===== config.mk =====
export PLATFORM = sky130hd
export DESIGN_NAME = ctrl_decode_stage_flat
export DESIGN_NICKNAME = d
export VERILOG_FILES = /design/src/rtl/ctrl_decode_stage_pkg.sv /design/src/rtl/ctrl_decode_stage_if.sv /design/src/rtl/ctrl_decode_stage_op_decoder.sv /design/src/rtl/ctrl_decode_stage.sv /design/src/flat_wrapper.sv
export SDC_FILE = /design/constraint.sdc
export NUM_CORES = 1
export LEC_CHECK = 0
export ABC_AREA = 1
export CORE_MARGIN = 2
export CORE_UTILIZATION = 38
export CTS_BUF_LIST = sky130_fd_sc_hd__clkbuf_16
export DETAILED_ROUTE_END_ITERATION = 10
export HOLD_SLACK_MARGIN = 0.1
export PLACE_DENSITY_LB_ADDON = 0.15
export SETUP_SLACK_MARGIN = 0.2
export SLEW_MARGIN = 20
export SYNTH_ARGS = -nofsm -noshare
export SYNTH_HDL_FRONTEND = slang
export SYNTH_SLANG_ARGS = --single-unit
export TNS_END_PERCENT = 30

===== constraint.sdc =====
create_clock -name clk -period 1.3 [get_ports clk]
set_input_delay 0.195 -clock clk [delete_from_list [all_inputs] [get_ports clk]]
set_output_delay 0.195 -clock clk [all_outputs]
set_load 0.01 [all_outputs]

===== src/rtl/ctrl_decode_stage_pkg.sv =====
// Shared types for the pipelined control decoder: opcodes, control-field enums
// and the packed control word carried from D into E.
package ctrl_pkg;

    localparam logic [6:0] OP_R      = 7'd51;
    localparam logic [6:0] OP_LOAD   = 7'd3;
    localparam logic [6:0] OP_ALUI   = 7'd19;
    localparam logic [6:0] OP_STORE  = 7'd35;
    localparam logic [6:0] OP_BRANCH = 7'd99;
    localparam logic [6:0] OP_JALR   = 7'd103;
    localparam logic [6:0] OP_JAL    = 7'd111;
    localparam logic [6:0] OP_LUI    = 7'd55;
    localparam logic [6:0] OP_AUIPC  = 7'd23;

    typedef enum logic [1:0] {
        RES_ALU = 2'd0,
        RES_MEM = 2'd1,
        RES_PC4 = 2'd2
    } result_src_t;

    typedef enum logic [2:0] {
        IMM_I = 3'd0,
        IMM_S = 3'd1,
        IMM_B = 3'd2,
        IMM_J = 3'd3,
        IMM_U = 3'd4
    } imm_src_t;

    typedef enum logic [2:0] {
        ALU_ADD   = 3'd0,
        ALU_SUB   = 3'd1,
        ALU_FUNCT = 3'd2,
        ALU_PASSB = 3'd3
    } alu_op_t;

    typedef enum logic [1:0] {
        FWD_RF = 2'b00,
        FWD_W  = 2'b01,
        FWD_M  = 2'b10
    } fwd_t;

    typedef struct packed {
        logic        reg_write;
        logic        mem_write;
        logic        branch;
        logic        jump;
        logic        jalr;
        logic        alu_src;
        logic        alu_src_a;
        result_src_t result_src;
        imm_src_t    imm_src;
        alu_op_t     alu_op;
        logic [2:0]  funct3;
        logic        funct7b5;
    } ctrl_word_t;

endpackage


===== src/rtl/ctrl_decode_stage_if.sv =====
// D-stage instruction inputs and E-stage control / hazard outputs of the decode stage.
interface ctrl_decode_stage_if #(
    parameter int REG_ADDR_W = 5
);
    logic [31:0]           instr_d;
    logic                  valid_d;
    logic                  pc_src_e;

    logic                  reg_write_e;
    logic                  mem_write_e;
    logic                  branch_e;
    logic                  jump_e;
    logic                  jalr_e;
    logic                  alu_src_e;
    logic                  alu_src_a_e;
    logic [1:0]            result_src_e;
    logic [2:0]            imm_src_e;
    logic [2:0]            alu_op_e;
    logic [2:0]            funct3_e;
    logic                  funct7b5_e;
    logic [REG_ADDR_W-1:0] rs1_e;
    logic [REG_ADDR_W-1:0] rs2_e;
    logic [REG_ADDR_W-1:0] rd_e;
    logic [1:0]            fwd_a_e;
    logic [1:0]            fwd_b_e;
    logic                  stall_f;
    logic                  stall_d;
    logic                  flush_d;
    logic                  flush_e;
    logic                  illegal_e;
    logic [7:0]            illegal_cnt;

    modport master (
        input  instr_d, valid_d, pc_src_e,
        output reg_write_e, mem_write_e, branch_e, jump_e, jalr_e, alu_src_e,
               alu_src_a_e, result_src_e, imm_src_e, alu_op_e, funct3_e,
               funct7b5_e, rs1_e, rs2_e, rd_e, fwd_a_e, fwd_b_e, stall_f,
               stall_d, flush_d, flush_e, illegal_e, illegal_cnt
    );

    modport slave (
        output instr_d, valid_d, pc_src_e,
        input  reg_write_e, mem_write_e, branch_e, jump_e, jalr_e, alu_src_e,
               alu_src_a_e, result_src_e, imm_src_e, alu_op_e, funct3_e,
               funct7b5_e, rs1_e, rs2_e, rd_e, fwd_a_e, fwd_b_e, stall_f,
               stall_d, flush_d, flush_e, illegal_e, illegal_cnt
    );

endinterface


===== src/rtl/ctrl_decode_stage_op_decoder.sv =====
// Combinational main decoder: instruction word to control word, source-register
// usage and an unknown-opcode flag. Unknown opcodes yield an all-zero word.
module op_decoder
    import ctrl_pkg::*;
(
    input  logic [31:0] i_instr,
    output ctrl_word_t  o_ctrl,
    output logic        o_uses_rs1,
    output logic        o_uses_rs2,
    output logic        o_illegal
);

    logic [6:0] w_opcode;
    logic       w_unused_fields;

    assign w_opcode        = i_instr[6:0];
    assign w_unused_fields = ^{i_instr[31], i_instr[29:15], i_instr[11:7]};

    always_comb begin
        o_ctrl     = '0;
        o_uses_rs1 = 1'b0;
        o_uses_rs2 = 1'b0;
        o_illegal  = 1'b0;
        case (w_opcode)
            OP_R: begin
                o_ctrl.reg_write = 1'b1;
                o_ctrl.alu_op    = ALU_FUNCT;
                o_uses_rs1       = 1'b1;
                o_uses_rs2       = 1'b1;
            end
            OP_LOAD: begin
                o_ctrl.reg_write  = 1'b1;
                o_ctrl.alu_src    = 1'b1;
                o_ctrl.result_src = RES_MEM;
                o_uses_rs1        = 1'b1;
            end
            OP_ALUI: begin
                o_ctrl.reg_write = 1'b1;
                o_ctrl.alu_src   = 1'b1;
                o_ctrl.alu_op    = ALU_FUNCT;
                o_uses_rs1       = 1'b1;
            end
            OP_STORE: begin
                o_ctrl.mem_write = 1'b1;
                o_ctrl.alu_src   = 1'b1;
                o_ctrl.imm_src   = IMM_S;
                o_uses_rs1       = 1'b1;
                o_uses_rs2       = 1'b1;
            end
            OP_BRANCH: begin
                o_ctrl.branch  = 1'b1;
                o_ctrl.imm_src = IMM_B;
                o_ctrl.alu_op  = ALU_SUB;
                o_uses_rs1     = 1'b1;
                o_uses_rs2     = 1'b1;
            end
            OP_JALR: begin
                o_ctrl.reg_write  = 1'b1;
                o_ctrl.jump       = 1'b1;
                o_ctrl.jalr       = 1'b1;
                o_ctrl.alu_src    = 1'b1;
                o_ctrl.result_src = RES_PC4;
                o_uses_rs1        = 1'b1;
            end
            OP_JAL: begin
                o_ctrl.reg_write  = 1'b1;
                o_ctrl.jump       = 1'b1;
                o_ctrl.imm_src    = IMM_J;
                o_ctrl.result_src = RES_PC4;
            end
            OP_LUI: begin
                o_ctrl.reg_write = 1'b1;
                o_ctrl.alu_src   = 1'b1;
                o_ctrl.imm_src   = IMM_U;
                o_ctrl.alu_op    = ALU_PASSB;
            end
            OP_AUIPC: begin
                o_ctrl.reg_write = 1'b1;
                o_ctrl.alu_src   = 1'b1;
                o_ctrl.alu_src_a = 1'b1;
                o_ctrl.imm_src   = IMM_U;
            end
            default: o_illegal = 1'b1;
        endcase
        if (!o_illegal) begin
            o_ctrl.funct3   = i_instr[14:12];
            o_ctrl.funct7b5 = i_instr[30];
        end
    end

endmodule


===== src/rtl/ctrl_decode_stage.sv =====
// Pipelined decode stage: D/E control register, M/W destination trackers,
// load-use stall, branch flush and E-stage forwarding. Optional CTRL_ILLEGAL_TRAP_EN.
module ctrl_decode_stage
    import ctrl_pkg::*;
#(
    parameter int REG_ADDR_W = 5,
    parameter int LOAD_LAT   = 1
) (
    input  logic                clk,
    input  logic                rst,
    ctrl_decode_stage_if.master bus
);

    localparam logic LL2 = (LOAD_LAT == 2);

    ctrl_word_t            w_ctrl_d;
    logic                  w_uses_rs1, w_uses_rs2, w_illegal_d, w_dec_ok;
    logic [REG_ADDR_W-1:0] w_rs1_d, w_rs2_d, w_rd_d;
    logic                  w_use1, w_use2, w_ld_e, w_lu, w_flush_e;
    fwd_t                  w_fwd_a, w_fwd_b;

    ctrl_word_t            r_ctrl_e;
    logic [REG_ADDR_W-1:0] r_rs1_e, r_rs2_e, r_rd_e;
    logic [REG_ADDR_W-1:0] r_rd_m, r_rd_w;
    logic                  r_rw_m, r_ld_m, r_rw_w;

    op_decoder u_op_decoder (
        .i_instr    (bus.instr_d),
        .o_ctrl     (w_ctrl_d),
        .o_uses_rs1 (w_uses_rs1),
        .o_uses_rs2 (w_uses_rs2),
        .o_illegal  (w_illegal_d)
    );

    assign w_dec_ok = bus.valid_d & ~w_illegal_d;
    assign w_rs1_d  = bus.instr_d[15 +: REG_ADDR_W];
    assign w_rs2_d  = bus.instr_d[20 +: REG_ADDR_W];
    assign w_rd_d   = bus.instr_d[7 +: REG_ADDR_W];

    // x0 is never a dependency; bubbles and illegal words never raise a hazard
    assign w_use1 = w_dec_ok & w_uses_rs1 & (w_rs1_d != '0);
    assign w_use2 = w_dec_ok & w_uses_rs2 & (w_rs2_d != '0);
    assign w_ld_e = (r_ctrl_e.result_src == RES_MEM);

    assign w_lu = (w_use1 & ((w_ld_e & (r_rd_e == w_rs1_d)) | (LL2 & r_ld_m & (r_rd_m == w_rs1_d))))
                | (w_use2 & ((w_ld_e & (r_rd_e == w_rs2_d)) | (LL2 & r_ld_m & (r_rd_m == w_rs2_d))));

    assign w_flush_e   = bus.pc_src_e | w_lu;
    assign bus.stall_f = w_lu & ~bus.pc_src_e;
    assign bus.stall_d = w_lu & ~bus.pc_src_e;
    assign bus.flush_d = bus.pc_src_e;
    assign bus.flush_e = w_flush_e;

    always_ff @(posedge clk) begin
        if (rst || w_flush_e || !w_dec_ok) begin
            r_ctrl_e <= '0;
            r_rs1_e  <= '0;
            r_rs2_e  <= '0;
            r_rd_e   <= '0;
        end else begin
            r_ctrl_e <= w_ctrl_d;
            r_rs1_e  <= w_rs1_d;
            r_rs2_e  <= w_rs2_d;
            r_rd_e   <= w_rd_d;
        end
    end

    always_ff @(posedge clk) begin
        if (rst) begin
            r_rd_m <= '0;
            r_rw_m <= 1'b0;
            r_ld_m <= 1'b0;
            r_rd_w <= '0;
            r_rw_w <= 1'b0;
        end else begin
            r_rd_m <= r_rd_e;
            r_rw_m <= r_ctrl_e.reg_write;
            r_ld_m <= w_ld_e;
            r_rd_w <= r_rd_m;
            r_rw_w <= r_rw_m;
        end
    end

    function automatic fwd_t fwd_sel(input logic [REG_ADDR_W-1:0] rs);
        if (rs != '0 && r_rw_m && r_rd_m == rs)      return FWD_M;
        else if (rs != '0 && r_rw_w && r_rd_w == rs) return FWD_W;
        else                                         return FWD_RF;
    endfunction

    always_comb begin
        w_fwd_a = fwd_sel(r_rs1_e);
        w_fwd_b = fwd_sel(r_rs2_e);
    end

    assign bus.fwd_a_e      = w_fwd_a;
    assign bus.fwd_b_e      = w_fwd_b;
    assign bus.reg_write_e  = r_ctrl_e.reg_write;
    assign bus.mem_write_e  = r_ctrl_e.mem_write;
    assign bus.branch_e     = r_ctrl_e.branch;
    assign bus.jump_e       = r_ctrl_e.jump;
    assign bus.jalr_e       = r_ctrl_e.jalr;
    assign bus.alu_src_e    = r_ctrl_e.alu_src;
    assign bus.alu_src_a_e  = r_ctrl_e.alu_src_a;
    assign bus.result_src_e = r_ctrl_e.result_src;
    assign bus.imm_src_e    = r_ctrl_e.imm_src;
    assign bus.alu_op_e     = r_ctrl_e.alu_op;
    assign bus.funct3_e     = r_ctrl_e.funct3;
    assign bus.funct7b5_e   = r_ctrl_e.funct7b5;
    assign bus.rs1_e        = r_rs1_e;
    assign bus.rs2_e        = r_rs2_e;
    assign bus.rd_e         = r_rd_e;

`ifdef CTRL_ILLEGAL_TRAP_EN
    logic       r_illegal_e;
    logic [7:0] r_illegal_cnt;
    logic       w_illegal_load;

    // only an illegal word that actually enters E is flagged and counted
    assign w_illegal_load = bus.valid_d & w_illegal_d & ~w_flush_e;

    always_ff @(posedge clk) begin
        if (rst) begin
            r_illegal_e   <= 1'b0;
            r_illegal_cnt <= '0;
        end else begin
            r_illegal_e <= w_illegal_load;
            if (w_illegal_load && r_illegal_cnt != 8'hFF)
                r_illegal_cnt <= r_illegal_cnt + 8'd1;
        end
    end

    assign bus.illegal_e   = r_illegal_e;
    assign bus.illegal_cnt = r_illegal_cnt;
`else
    assign bus.illegal_e   = 1'b0;
    assign bus.illegal_cnt = '0;
`endif

endmodule

===== src/flat_wrapper.sv =====
// flat-port wrapper written by rule: the top's interface ports become plain ports
module ctrl_decode_stage_flat import ctrl_pkg::*;
#(
    parameter int REG_ADDR_W = 5,
    parameter int LOAD_LAT   = 1
)
  (clk, rst, bus_instr_d, bus_valid_d, bus_pc_src_e, bus_reg_write_e, bus_mem_write_e, bus_branch_e, bus_jump_e, bus_jalr_e, bus_alu_src_e, bus_alu_src_a_e, bus_result_src_e, bus_imm_src_e, bus_alu_op_e, bus_funct3_e, bus_funct7b5_e, bus_rs1_e, bus_rs2_e, bus_rd_e, bus_fwd_a_e, bus_fwd_b_e, bus_stall_f, bus_stall_d, bus_flush_d, bus_flush_e, bus_illegal_e, bus_illegal_cnt);
  ctrl_decode_stage_if #(.REG_ADDR_W(REG_ADDR_W)) bus_i ();
  input  logic clk;
  input  logic rst;
  input wire logic [$bits(bus_i.instr_d)-1:0] bus_instr_d;
  input wire logic [$bits(bus_i.valid_d)-1:0] bus_valid_d;
  input wire logic [$bits(bus_i.pc_src_e)-1:0] bus_pc_src_e;
  output wire logic [$bits(bus_i.reg_write_e)-1:0] bus_reg_write_e;
  output wire logic [$bits(bus_i.mem_write_e)-1:0] bus_mem_write_e;
  output wire logic [$bits(bus_i.branch_e)-1:0] bus_branch_e;
  output wire logic [$bits(bus_i.jump_e)-1:0] bus_jump_e;
  output wire logic [$bits(bus_i.jalr_e)-1:0] bus_jalr_e;
  output wire logic [$bits(bus_i.alu_src_e)-1:0] bus_alu_src_e;
  output wire logic [$bits(bus_i.alu_src_a_e)-1:0] bus_alu_src_a_e;
  output wire logic [$bits(bus_i.result_src_e)-1:0] bus_result_src_e;
  output wire logic [$bits(bus_i.imm_src_e)-1:0] bus_imm_src_e;
  output wire logic [$bits(bus_i.alu_op_e)-1:0] bus_alu_op_e;
  output wire logic [$bits(bus_i.funct3_e)-1:0] bus_funct3_e;
  output wire logic [$bits(bus_i.funct7b5_e)-1:0] bus_funct7b5_e;
  output wire logic [$bits(bus_i.rs1_e)-1:0] bus_rs1_e;
  output wire logic [$bits(bus_i.rs2_e)-1:0] bus_rs2_e;
  output wire logic [$bits(bus_i.rd_e)-1:0] bus_rd_e;
  output wire logic [$bits(bus_i.fwd_a_e)-1:0] bus_fwd_a_e;
  output wire logic [$bits(bus_i.fwd_b_e)-1:0] bus_fwd_b_e;
  output wire logic [$bits(bus_i.stall_f)-1:0] bus_stall_f;
  output wire logic [$bits(bus_i.stall_d)-1:0] bus_stall_d;
  output wire logic [$bits(bus_i.flush_d)-1:0] bus_flush_d;
  output wire logic [$bits(bus_i.flush_e)-1:0] bus_flush_e;
  output wire logic [$bits(bus_i.illegal_e)-1:0] bus_illegal_e;
  output wire logic [$bits(bus_i.illegal_cnt)-1:0] bus_illegal_cnt;
  assign bus_i.instr_d = bus_instr_d;
  assign bus_i.valid_d = bus_valid_d;
  assign bus_i.pc_src_e = bus_pc_src_e;
  assign bus_reg_write_e = bus_i.reg_write_e;
  assign bus_mem_write_e = bus_i.mem_write_e;
  assign bus_branch_e = bus_i.branch_e;
  assign bus_jump_e = bus_i.jump_e;
  assign bus_jalr_e = bus_i.jalr_e;
  assign bus_alu_src_e = bus_i.alu_src_e;
  assign bus_alu_src_a_e = bus_i.alu_src_a_e;
  assign bus_result_src_e = bus_i.result_src_e;
  assign bus_imm_src_e = bus_i.imm_src_e;
  assign bus_alu_op_e = bus_i.alu_op_e;
  assign bus_funct3_e = bus_i.funct3_e;
  assign bus_funct7b5_e = bus_i.funct7b5_e;
  assign bus_rs1_e = bus_i.rs1_e;
  assign bus_rs2_e = bus_i.rs2_e;
  assign bus_rd_e = bus_i.rd_e;
  assign bus_fwd_a_e = bus_i.fwd_a_e;
  assign bus_fwd_b_e = bus_i.fwd_b_e;
  assign bus_stall_f = bus_i.stall_f;
  assign bus_stall_d = bus_i.stall_d;
  assign bus_flush_d = bus_i.flush_d;
  assign bus_flush_e = bus_i.flush_e;
  assign bus_illegal_e = bus_i.illegal_e;
  assign bus_illegal_cnt = bus_i.illegal_cnt;
  ctrl_decode_stage #(.REG_ADDR_W(REG_ADDR_W), .LOAD_LAT(LOAD_LAT)) u_core (.clk(clk), .rst(rst), .bus(bus_i));
endmodule

==> results by stage <==
Pwr:
- The largest vdd supply drop is 0.000490 V.
- For this design the static power due to leakage is between 1.5 and 2 nW.
- The ratio of total power to cell area is 850 mW/mm^2.

Global route:
- The number of global-route vias before repair is between 2000 and 2500.
- The total routing resource utilization after global routing is about 20%.
- The number of antenna violations at the first check in global routing is 0.
- After global routing the overflow that remains totals 0.
- The first-pass GRT wire length is 9440 um.
- Entering global routing, the biggest net connects 17 pins.

Placed design:
- The number of port buffers is 70.
- The setup slack at placement is -992 ps.
- The routability-driven placement congestion ratio is approximately 0.8.
- Detailed placement ended at an HPWL of about 4100 um.

Critical path:
- The path depth of the worst reg2reg path is 13.
- The critical path launch point type is a register.
- The required time reported for the critical path endpoint is approximately 1100 ps.
- The largest fanout on the critical path is 3.
- The critical path endpoint category is an output port.
- The highest-delay cell along the critical path is sky130_fd_sc_hd__dfxtp_2.
- The maximum cell stage delay along the critical path is between 300 and 400 ps.
- The data arrival time of the critical path is about 1600 ps.
- Walking the worst path, the cells encountered are inv_1, nand2_2, nor2_2, nand3_1, nor2_1, nand3_1, nand2_2, nand2_4, nor2_4, buf_6.
- The critical setup path kind is reg2out.

Timing:
- Subtracting the final worst setup slack from the clock period gives 1740 ps.
- The final sum of negative setup slack is -13790 ps.
- The final setup slack of the worst path is -445 ps.
- Hold is met by 297 ps.
- Clock skew on the completed layout was measured at between 6 and 7 ps.
- Setup repair after global routing could not meet its margin everywhere.
- Setup violations remaining at the end of the flow were counted as 40.
- Of the available clock period, the critical path in the final layout requires 134%.
- The maximum clock frequency is ~570 MHz.
- The final hold violation count is 0.
- The max-slew violation count is 0.

Final layout:
- The number of antenna diodes in the final layout is 0.
- Summing all flip-flop and latch instances after layout gives around 960 um^2.
- The layout filler cell count is between 400 and 500.
- The library cells used most frequently in the layout, excluding fill and tap cells, are 48 x sky130_fd_sc_hd__buf_4, 38 x sky130_fd_sc_hd__inv_1, 32 x sky130_fd_sc_hd__nor2_1.
- The commonest non-fill, non-tap cell in the layout is sky130_fd_sc_hd__buf_4.
- In the final layout, the multi-input gates occupy around 0.0011 mm^2.
- Cells with a size suffix above 1 make up 45.0% of the layout.
- The layout overhead on the synthesized area is 76.8%.
- The net count of the finished layout is around 440.

Floorplan:
- The die span in y is roughly 78 um.
- The row count is 26.
- The count of boundary I/O pins is between 80 and 90.
- The core area is approximately 0.0052 mm^2.
- The die covers between 0.006 and 0.007 mm^2.
- Measured along the x axis, the die boundary spans approximately 78 um.
- Once the floorplan was initialized, standard cells occupied 40.1% of the core.

Drt:
- The via density per instance is ~4.4.
- Once detail routing completed, the nets flagged for antenna violations numbered 0.
- After detailed routing, the total wire length is between 5000 and 6000 um.
- The average detailed-routed wire length per instance is ~12 um.
- The first routing iteration left 41 violations.
- The total via count in the routed design is around 2100.
- The detailed-router iteration count before antenna repair is 4.
- After detailed routing, the number of remaining DRC violations is 0.

Yosys:
- The post-synthesis cell count is around 270.
- Summing every instance area after synthesis gives around 0.0021 mm^2.
- Synthesis inferred 45 register bits.
- The fraction of registers with async set/reset is 0%.
- The distinct cell type count of the synthesized netlist is 30.
- In the post-synthesis netlist, the biggest area contributors are sky130_fd_sc_hd__dfxtp_1 43%, sky130_fd_sc_hd__inv_1 8.5%, sky130_fd_sc_hd__nor2_1 7.7%.
- The number of flops mapped to enable cells by yosys is 0.
- The most frequently used flop master after synthesis is sky130_fd_sc_hd__dfxtp_1.
- The cell taking the most area after synthesis is sky130_fd_sc_hd__dfxtp_1.
- The per-instance average area after synthesis is around 7.7 um^2.
- The share of the yosys chip area belonging to registers is between 40% and 50%.
- After synthesis, the largest area contributor takes up 43.2% of total cell area.
- During synthesis, Yosys emitted a total of 0 warnings.

Clock tree:
- The clock passes through at most 2 buffers.
- Clock tree synthesis selected as its root buffer the cell sky130_fd_sc_hd__clkbuf_16.
- The CTS clock-pin slew for the worst setup and hold paths is around 70 ps.
- Clock tree synthesis found a total of between 40 and 50 sinks.
- The number of buffers inserted during clock tree synthesis is 5.
- Clock latency on the worst-skew pair, taken at its later pin, is a little under 300 ps.
- The H-tree was split into 2 levels.
- The TritonCTS clock tree is built.

Min path:
- The worst hold path passes through 3 cells.
- The path class of the lowest-slack min-delay path is in2reg.

Outcome:
- The run finished, with violations left.
- The checks that failed: negative setup slack.

Job:
- The tool flagged a number of max-cap violations equal to 0.
[per-stage QoR]
stage | std cells | power, W | util, % | instance area [um^2]
floorplan | 281 | 0.00154 | - | 2230
global placement | 449 | 0.00168 | 62.0 | 3230
detailed placement | 449 | 0.00168 | 62.0 | 3230
CTS | 472 | 0.00314 | 68.8 | 3580
global route | 474 | 0.00322 | 70.9 | 3690
finish | 474 | 0.00313 | 70.9 | 3690
[flip-flops by register name, summed over array words and instances (netlist names), 2 cells and up]
name and count:
u_core.r_rd_w 5, u_core.bus.rd_e 5, u_core.r_rd_m 5, u_core.bus.rs1_e 5
u_core.bus.imm_src_e 3, u_core.bus.result_src_e 2, u_core.bus.alu_op_e 2, u_core.bus.rs2_e 5
u_core.bus.funct3_e 3
[synth_stat cells (3+ instances only)]
master                    number
sky130_fd_sc_hd__nand2_2       3
sky130_fd_sc_hd__nor2_2       24
sky130_fd_sc_hd__nand4_1       7
sky130_fd_sc_hd__nor2_1       43
sky130_fd_sc_hd__a21oi_1       5
sky130_fd_sc_hd__o21ai_0       3
sky130_fd_sc_hd__nor4_1        5
sky130_fd_sc_hd__nand2_1      30
sky130_fd_sc_hd__dfxtp_1      45
sky130_fd_sc_hd__xor2_1        9
sky130_fd_sc_hd__buf_4        12
sky130_fd_sc_hd__xnor2_1       8
sky130_fd_sc_hd__inv_1        47
sky130_fd_sc_hd__nand3_1      10
sky130_fd_sc_hd__buf_6         3
[cell families (layout without fill, tap and decap cells)]
kind of cell	count (synthesis)	count (layout)	synth area share [%]
DFF	45	45	43.2
buffers and inverters	65	188	14.9
and+or+nand+nor	130	130	30.5
xor gates and xnor gates	17	17	7.14
other	1	10	0.180
AOI/OAI and AO/OA	14	14	4.02
[worst max-delay path: cells and delay by family (launching register included)]
kind,cells,cell delay (ps)
buffers and inverters,2,170
flip-flops,1,320
AND/OR/NAND/NOR,8,760
[power by group]
part	internal (W)	switching [W]
Combinational	0.000156	0.000147
Sequential	0.00136	0.00000396
Clock	0.000923	0.000548
Total	0.00243	0.000699
[worst paths after layout]
check                        startpoint                         end  slack, ps
max          u_core.bus.result_src_e[1]                 bus_stall_f       -440
min                     bus_instr_d[15]         u_core.bus.rs1_e[0]        300
max reg2reg  u_core.bus.result_src_e[1]  u_core.bus.result_src_e[0]       -380
min reg2reg      u_core.bus.reg_write_e               u_core.r_rw_m        440
[cell type report]
cell class | count | area share, %
timing repair buffer | 131 | 32.7
multi-input combinational | 171 | 29.1
sequential | 45 | 26.0
inverter | 49 | 5.05
clock buffer | 5 | 3.39
tap | 70 | 2.37
clock inverter | 3 | 1.36
[metal layers]
layer	GRT usage, %	share of wire [%]
met5	0	0
met3	4.83	5.4
met4	7.37	0.92
met1	20.7	39
met2	37.5	55
[timing repair]
| item | in CTS | in global routing |
|---|---|---|
| gates cloned | 2 | 0 |
| setup endpoints to repair | 74 | 57 |
| resized for setup | 141 | 35 |
| buffers inserted | 13 | 2 |
| pin swaps | 22 | 6 |
| hold buffers | 0 | 0 |
No activity file was read; power rests on OpenSTA's default activity.
